### src/rtl/game_pkg.sv
// Shared game definitions: key codes, retract source selects, controller
// states and the width of the packed game-state word.
package game_pkg;

    localparam int GAME_STATE_W = 134;

    localparam logic [2:0] KEY_UP      = 3'd0;
    localparam logic [2:0] KEY_DOWN    = 3'd1;
    localparam logic [2:0] KEY_LEFT    = 3'd2;
    localparam logic [2:0] KEY_RIGHT   = 3'd3;
    localparam logic [2:0] KEY_UNDO    = 3'd4;
    localparam logic [2:0] KEY_RESTART = 3'd5;

    localparam logic [1:0] SEL_INT  = 2'd0;
    localparam logic [1:0] SEL_MM   = 2'd1;
    localparam logic [1:0] SEL_BM   = 2'd2;
    localparam logic [1:0] SEL_HOLD = 2'd3;

    typedef enum logic [2:0] {
        ST_INIT,
        ST_IDLE,
        ST_REQ,
        ST_WAIT,
        ST_COMMIT,
        ST_UNDO,
        ST_WIN
    } state_t;

    // Codes 0..3 are the four move directions.
    function automatic logic is_move_key(input logic [2:0] code);
        return (code[2] == 1'b0);
    endfunction

endpackage

### src/rtl/game_tmo_cnt.sv
// Move-engine timeout window. Loaded when a request is issued, counts down
// while waiting; expire_o is high on the last cycle of the window.
module game_tmo_cnt #(
    parameter int TMO_CYC = 16
) (
    input  logic clk,
    input  logic rst_n,
    input  logic load_i,
    input  logic en_i,
    output logic expire_o
);

    localparam int CNT_W = (TMO_CYC > 1) ? $clog2(TMO_CYC) : 1;
    localparam logic [CNT_W-1:0] LOAD_VAL = CNT_W'(TMO_CYC - 1);

    logic [CNT_W-1:0] cnt_q;
    logic [CNT_W-1:0] cnt_d;

    // Next count: reload on request, otherwise count down to zero and stop.
    always_comb begin
        cnt_d = cnt_q;
        if (load_i) begin
            cnt_d = LOAD_VAL;
        end else if (en_i && (cnt_q != '0)) begin
            cnt_d = cnt_q - CNT_W'(1);
        end
    end

    // Counter register.
    always_ff @(posedge clk) begin
        if (!rst_n) begin
            cnt_q <= '0;
        end else begin
            cnt_q <= cnt_d;
        end
    end

    assign expire_o = (cnt_q == '0);

endmodule

### src/rtl/game_retract_ctrl.sv
// Retract/undo controller: takes player keys, drives the move engine,
// and tells the retract register which snapshot to load and when.
module game_retract_ctrl #(
    parameter int STEP_W  = 10,
    parameter int TMO_CYC = 16
) (
    input  logic              clk,
    input  logic              rst_n,
    input  logic              key_valid,
    input  logic [2:0]        key_code,
    output logic              key_ready,
    output logic              move_start,
    output logic [1:0]        move_dir,
    input  logic              move_done,
    input  logic              move_ok,
    input  logic              move_win,
    output logic [1:0]        sel,
    output logic              game_state_en,
    output logic              undo_avail,
    output logic [STEP_W-1:0] steps,
    output logic              won,
    output logic              err
);
    import game_pkg::*;

    state_t            state_q, state_d;
    logic              rst_hold_q;
    logic [1:0]        dir_q, dir_d;
    logic              win_q, win_d;
    logic [STEP_W-1:0] steps_q, steps_d;
    logic              undo_q, undo_d;
    logic              won_q, won_d;
    logic              err_q, err_d;
    logic [1:0]        sel_q, sel_d;
    logic              en_q, en_d;
    logic              ready_q, ready_d;
    logic              start_q, start_d;
    logic              take;
    logic              tmo_expire;

    game_tmo_cnt #(
        .TMO_CYC (TMO_CYC)
    ) u_tmo (
        .clk      (clk),
        .rst_n    (rst_n),
        .load_i   (state_q == ST_REQ),
        .en_i     (state_q == ST_WAIT),
        .expire_o (tmo_expire)
    );

    assign take = key_valid && ready_q;

    // Next state, then the registered outputs and counters of the state entered.
    always_comb begin
        state_d = state_q;
        dir_d   = dir_q;
        win_d   = win_q;
        steps_d = steps_q;
        undo_d  = undo_q;
        won_d   = won_q;
        err_d   = err_q;
        sel_d   = SEL_HOLD;
        en_d    = 1'b0;
        ready_d = 1'b0;
        start_d = 1'b0;

        case (state_q)
            // Right after reset release INIT is held one extra edge so that
            // the load cycle is the first cycle with rst_n high.
            ST_INIT: if (!rst_hold_q) state_d = ST_IDLE;
            ST_IDLE: begin
                if (take) begin
                    if (is_move_key(key_code)) begin
                        dir_d   = key_code[1:0];
                        state_d = ST_REQ;
                    end else if ((key_code == KEY_UNDO) && undo_q) begin
                        state_d = ST_UNDO;
                    end else if (key_code == KEY_RESTART) begin
                        state_d = ST_INIT;
                    end
                end
            end
            ST_REQ:  state_d = ST_WAIT;
            ST_WAIT: begin
                if (move_done) begin
                    win_d   = move_win;
                    state_d = move_ok ? ST_COMMIT : ST_IDLE;
                end else if (tmo_expire) begin
                    err_d   = 1'b1;
                    state_d = ST_IDLE;
                end
            end
            ST_COMMIT: state_d = win_q ? ST_WIN : ST_IDLE;
            ST_UNDO:   state_d = ST_IDLE;
            ST_WIN:    if (take && (key_code == KEY_RESTART)) state_d = ST_INIT;
            default:   state_d = ST_INIT;
        endcase

        case (state_d)
            ST_INIT: begin
                sel_d   = SEL_INT;
                en_d    = 1'b1;
                steps_d = '0;
                undo_d  = 1'b0;
                won_d   = 1'b0;
            end
            ST_IDLE: ready_d = 1'b1;
            ST_REQ:  start_d = 1'b1;
            ST_COMMIT: begin
                sel_d   = SEL_MM;
                en_d    = 1'b1;
                undo_d  = 1'b1;
                steps_d = (steps_q == {STEP_W{1'b1}}) ? steps_q : steps_q + STEP_W'(1);
            end
            ST_UNDO: begin
                sel_d   = SEL_BM;
                en_d    = 1'b1;
                undo_d  = 1'b0;
                steps_d = (steps_q == '0) ? steps_q : steps_q - STEP_W'(1);
            end
            ST_WIN: begin
                won_d   = 1'b1;
                ready_d = 1'b1;
            end
            default: ;
        endcase
    end

    // State, counters and registered outputs.
    always_ff @(posedge clk) begin
        if (!rst_n) begin
            state_q    <= ST_INIT;
            rst_hold_q <= 1'b1;
            dir_q      <= '0;
            win_q      <= 1'b0;
            steps_q    <= '0;
            undo_q     <= 1'b0;
            won_q      <= 1'b0;
            err_q      <= 1'b0;
            sel_q      <= SEL_HOLD;
            en_q       <= 1'b0;
            ready_q    <= 1'b0;
            start_q    <= 1'b0;
        end else begin
            state_q    <= state_d;
            rst_hold_q <= 1'b0;
            dir_q      <= dir_d;
            win_q      <= win_d;
            steps_q    <= steps_d;
            undo_q     <= undo_d;
            won_q      <= won_d;
            err_q      <= err_d;
            sel_q      <= sel_d;
            en_q       <= en_d;
            ready_q    <= ready_d;
            start_q    <= start_d;
        end
    end

    assign key_ready     = ready_q;
    assign move_start    = start_q;
    assign move_dir      = dir_q;
    assign sel           = sel_q;
    assign game_state_en = en_q;
    assign undo_avail    = undo_q;
    assign steps         = steps_q;
    assign won           = won_q;
    assign err           = err_q;

endmodule

### config.mk
export PLATFORM = sky130hd
export DESIGN_NAME = game_retract_ctrl
export DESIGN_NICKNAME = d
export VERILOG_FILES = /design/src/rtl/game_pkg.sv /design/src/rtl/game_tmo_cnt.sv /design/src/rtl/game_retract_ctrl.sv
export SDC_FILE = /design/constraint.sdc
export NUM_CORES = 1
export LEC_CHECK = 0
export CELL_PAD_IN_SITES_DETAIL_PLACEMENT = 2
export CELL_PAD_IN_SITES_GLOBAL_PLACEMENT = 2
export CORE_UTILIZATION = 33
export CTS_BUF_LIST = sky130_fd_sc_hd__clkbuf_4 sky130_fd_sc_hd__clkbuf_8
export DETAILED_ROUTE_END_ITERATION = 6
export PLACE_DENSITY = 0.84
export SETUP_SLACK_MARGIN = 0.02
export SKIP_LAST_GASP = 1
export SYNTH_ARGS = -nofsm -noshare
export SYNTH_HDL_FRONTEND = slang
export SYNTH_SLANG_ARGS = --single-unit
### constraint.sdc
create_clock -name clk -period 3.2 [get_ports clk]
set_input_delay 0.8 -clock clk [delete_from_list [all_inputs] [get_ports clk]]
set_output_delay 0.8 -clock clk [all_outputs]
set_load 0.02 [all_outputs]
==> metrics <==
status=complete, no violations; worst path cell trace=clkdlybuf4s50_1 > and4b_1 > nand3_2 > inv_2 > ha_2 > o21ai_0 > buf_4 > o211ai_1 > a211o_1 > o211ai_1 > nand4b_1 > o221ai_1; Tcrit/Tclk final=a little over nine tenths; Die Span X=75.79 um; Worst path slowest cell=clkdlybuf4s50_1; post-synthesis simple-gate area fraction=25.35%; DIE HEIGHT=75.79 um; hold_buf cts=0; Detailed Routing Iterations Pass 1=4; Max Fclk=roughly 0.33 GHz; first-pass GRT wire length=between 9000 and 10000 um; Min Hold Slack=between 500 and 600 ps; CP Data Required Time=~3400 ps; adder-cell share of the synthesized area=around 7.4%; CP Launch Point=key_code[1]; Final setup viols=0; worst min path class=flop to flop; top_reg_cell synth=dfxtp_1; Worst Setup EP=steps[9]$_SDFFE_PN0P_; worst reg2reg setup slack=around 700 ps; initial antenna violation count=0; drt drc=0; drt wl/cell=between 15 and 20 um; ANT cells=0; Final Hold Fails=0; Die Area=0.005743 mm2; cell count after synthesis=just over 200; port bufs=28; clock root buffer=clkbuf_8; Data arrival, critical path=between 3000 and 4000 ps; power density cells=roughly 370 mW/mm2; Area Growth Syn to Fin=34.33%; Setup crit end kind=flop; clk buf depth=2; R2R Path Start=state_q[0]$_SDFF_PN0_; Synth Area in Compound Gates=between 10% and 20%; post-synthesis mux area share=a little over 6%; Netlist cell types=slightly above 50; RSZ-0062 raised after global routing=false; Power, Total=roughly 0.89 mW; delay of the slowest critical-path stage=450 ps; share of cells above drive strength 1=about 19%; Max Slew Vio Count=0; Mean Syn Cell Area=~8.8 um2; largest net degree at the start of global routing=17; Yosys reg bits=29; xor/xnor share of the synthesized area=3.900%; DR vias=1747; Async S/R FF share, synth=0%; clock slew at reported path FFs=around 70 ps; total grt overflow=0; All-Layer GR Usage=approximately 23%; CTS Sinks=29; number of synthesized flops with an enable pin=0; # IOs=29; start point of the worst hold path=move_dir[0]$_SDFFE_PN0P_; initial DRC count=51; largest family of logic cells by synthesized area=simple AND/OR/NAND/NOR gates; Post-DP Area=between 0.002 and 0.0025 mm2; Seq/Total Area, Yosys=around a third; Detail Placement HPWL=between 4000 and 5000 um; vias in the first global route=1915; nets=between 200 and 300; Initial Util=34.74%; drt total wl=around 6000 um; Tmin final=3002 ps; worst-margin pin slew=517.1 ps; clock skew=2.914 ps; worst skew pair latency=roughly 280 ps; Startpoint Class=input port; H-tree level count=2; Max FO, Critical Path=7; P_leak=around 0.96 nW; Mapped Area=approximately 0.0018 mm2; WS Path Type=input port to flop; Crit path top cell by count=o211ai_1; relative slew slack=approximately 65%; vias per cell=~5.3; Final ANT Viol Nets=0; CTS tree=yes; worst flop-to-flop path endpoint=steps[9]$_SDFFE_PN0P_; VDD IR-drop max=~0.16 mV; design area=0.002414 mm2; Core ar.=0.005172 mm2; max-cap violations=0; Routability Congestion=around 0.83; CTS buffer count=5; Syn. warnings=0; syn nets=224; worst reg2reg path depth=11; # rows=26
## final cells by class
type / instances / area, um2
Clock buffer: 6 / 82.58
Inverter: 10 / 37.54
Multi-Input combinational cell: 160 / 1135
Tap cell: 70 / 87.58
Clock inverter: 2 / 37.54
Sequential cell: 29 / 580.6
Fill cell: 579 / 2759
Timing Repair Buffer: 51 / 452.9
## cells in the final DEF (no fill, tap or decap), types with 3 or more instances in the layout
master | netlist | final
nand4_1 | 3 | 3
nand3_1 | 11 | 10
xnor2_1 | 5 | 5
or2_2 | 3 | 3
xor2_1 | 3 | 3
nor2_1 | 14 | 14
nand2_1 | 24 | 24
dfxtp_1 | 29 | 29
clkdlybuf4s50_1 | 0 | 28
inv_1 | 10 | 9
a21oi_1 | 18 | 18
nor3_1 | 4 | 4
ha_1 | 9 | 8
o21ai_0 | 8 | 7
mux2i_1 | 11 | 11
buf_4 | 0 | 23
clkbuf_8 | 2 | 6
## layer usage
layer	track usage (%)	part of all wire, %	up-vias
met5	0	0	-
met4	8.848	1.9	0
met3	3.704	2.1	10
met2	41.20	52	30
met1	25.98	44	857
li1	-	-	850
## sequential cells by signal (all words and copies together) (netlist names)
register	flops
err	1
game_state_en	1
key_ready	1
move_dir	2
move_start	1
rst_hold_q	1
sel	2
state_q	3
steps	10
u_tmo.cnt_q	4
undo_avail	1
win_q	1
won	1
## power breakdown
group          internal [mW]  switching [mW]
clock network          0.253           0.151
logic                 0.0503          0.0570
registers              0.370         0.00646
total                  0.673           0.214
## stage by stage
step | instances | worst slack, ps | TNS (ps) | utilization (%)
after floorplan | 205 | 460.5 | 0 | -
after global placement | 319 | -175.6 | -347.3 | 43.78
after detailed placement | 319 | -305.0 | -989.5 | 43.78
after CTS | 327 | 83.74 | 0 | 46.11
after global routing | 328 | 32.69 | 0 | 46.66
final | 328 | 198.4 | 0 | 46.66
## synth_stat cells (all sizes together), types with 2 or more instances
cell	number	area, um2
a211o	2	18.77
a21oi	18	90.09
a22oi	2	15.01
a31oi	2	12.51
and2	2	12.51
and4b	2	20.02
buf	2	22.52
clkbuf	3	31.28
dfxtp	29	580.6
ha	9	112.6
inv	10	37.54
mux2i	11	110.1
nand2	24	90.09
nand2b	2	12.51
nand3	11	55.05
nand4	4	40.04
nand4b	2	17.52
nor2	14	52.55
nor2b	3	18.77
nor3	4	20.02
nor4	2	12.51
o2111ai	3	26.28
o211ai	2	15.01
o21ai	8	40.04
o31ai	2	42.54
or2	3	18.77
or3	3	21.27
xnor2	5	43.79
xor2	3	26.28
## how the worst min path moves through the flow
| stage | to | slack [ps] | depth (start not counted) |
|---|---|---|---|
| after CTS | move_dir[0]$_SDFFE_PN0P_ | 510 | 2 |
| after floorplan | win_q$_SDFFE_PN0P_ | 490 | 2 |
| final | move_dir[0]$_SDFFE_PN0P_ | 510 | 2 |
| after global placement | err$_SDFFE_PN0P_ | 470 | 2 |
| after detailed placement | move_dir[0]$_SDFFE_PN0P_ | 490 | 2 |
| after global routing | won$_SDFFE_PN0P_ | 550 | 2 |
## worst max-delay path: cells and delay by family
family / cells / cell delay, ps
adder cells (fa/ha/maj): 1 / 320
buffers and inverters: 3 / 760
AO/OA/AOI/OAI: 5 / 770
AND/OR/NAND/NOR: 3 / 560
## kinds of logic after synthesis
kind of cell,count (synthesis)
AND/OR/NAND/NOR,84
AO/OA/AOI/OAI,47
flip-flops,29
buffers and inverters,16
multiplexers,11
adder cells (fa/ha/maj),10
XOR/XNOR,8
## what timing repair did
item / 4_1_cts / 5_1_grt
buffers inserted: 0 / 1
pin swaps: 0 / 2
resized for setup: 1 / 6
endpoints found under the hold margin: 0 / 0
setup endpoints to repair: 2 / 4
(Power assumes the default switching activity.)
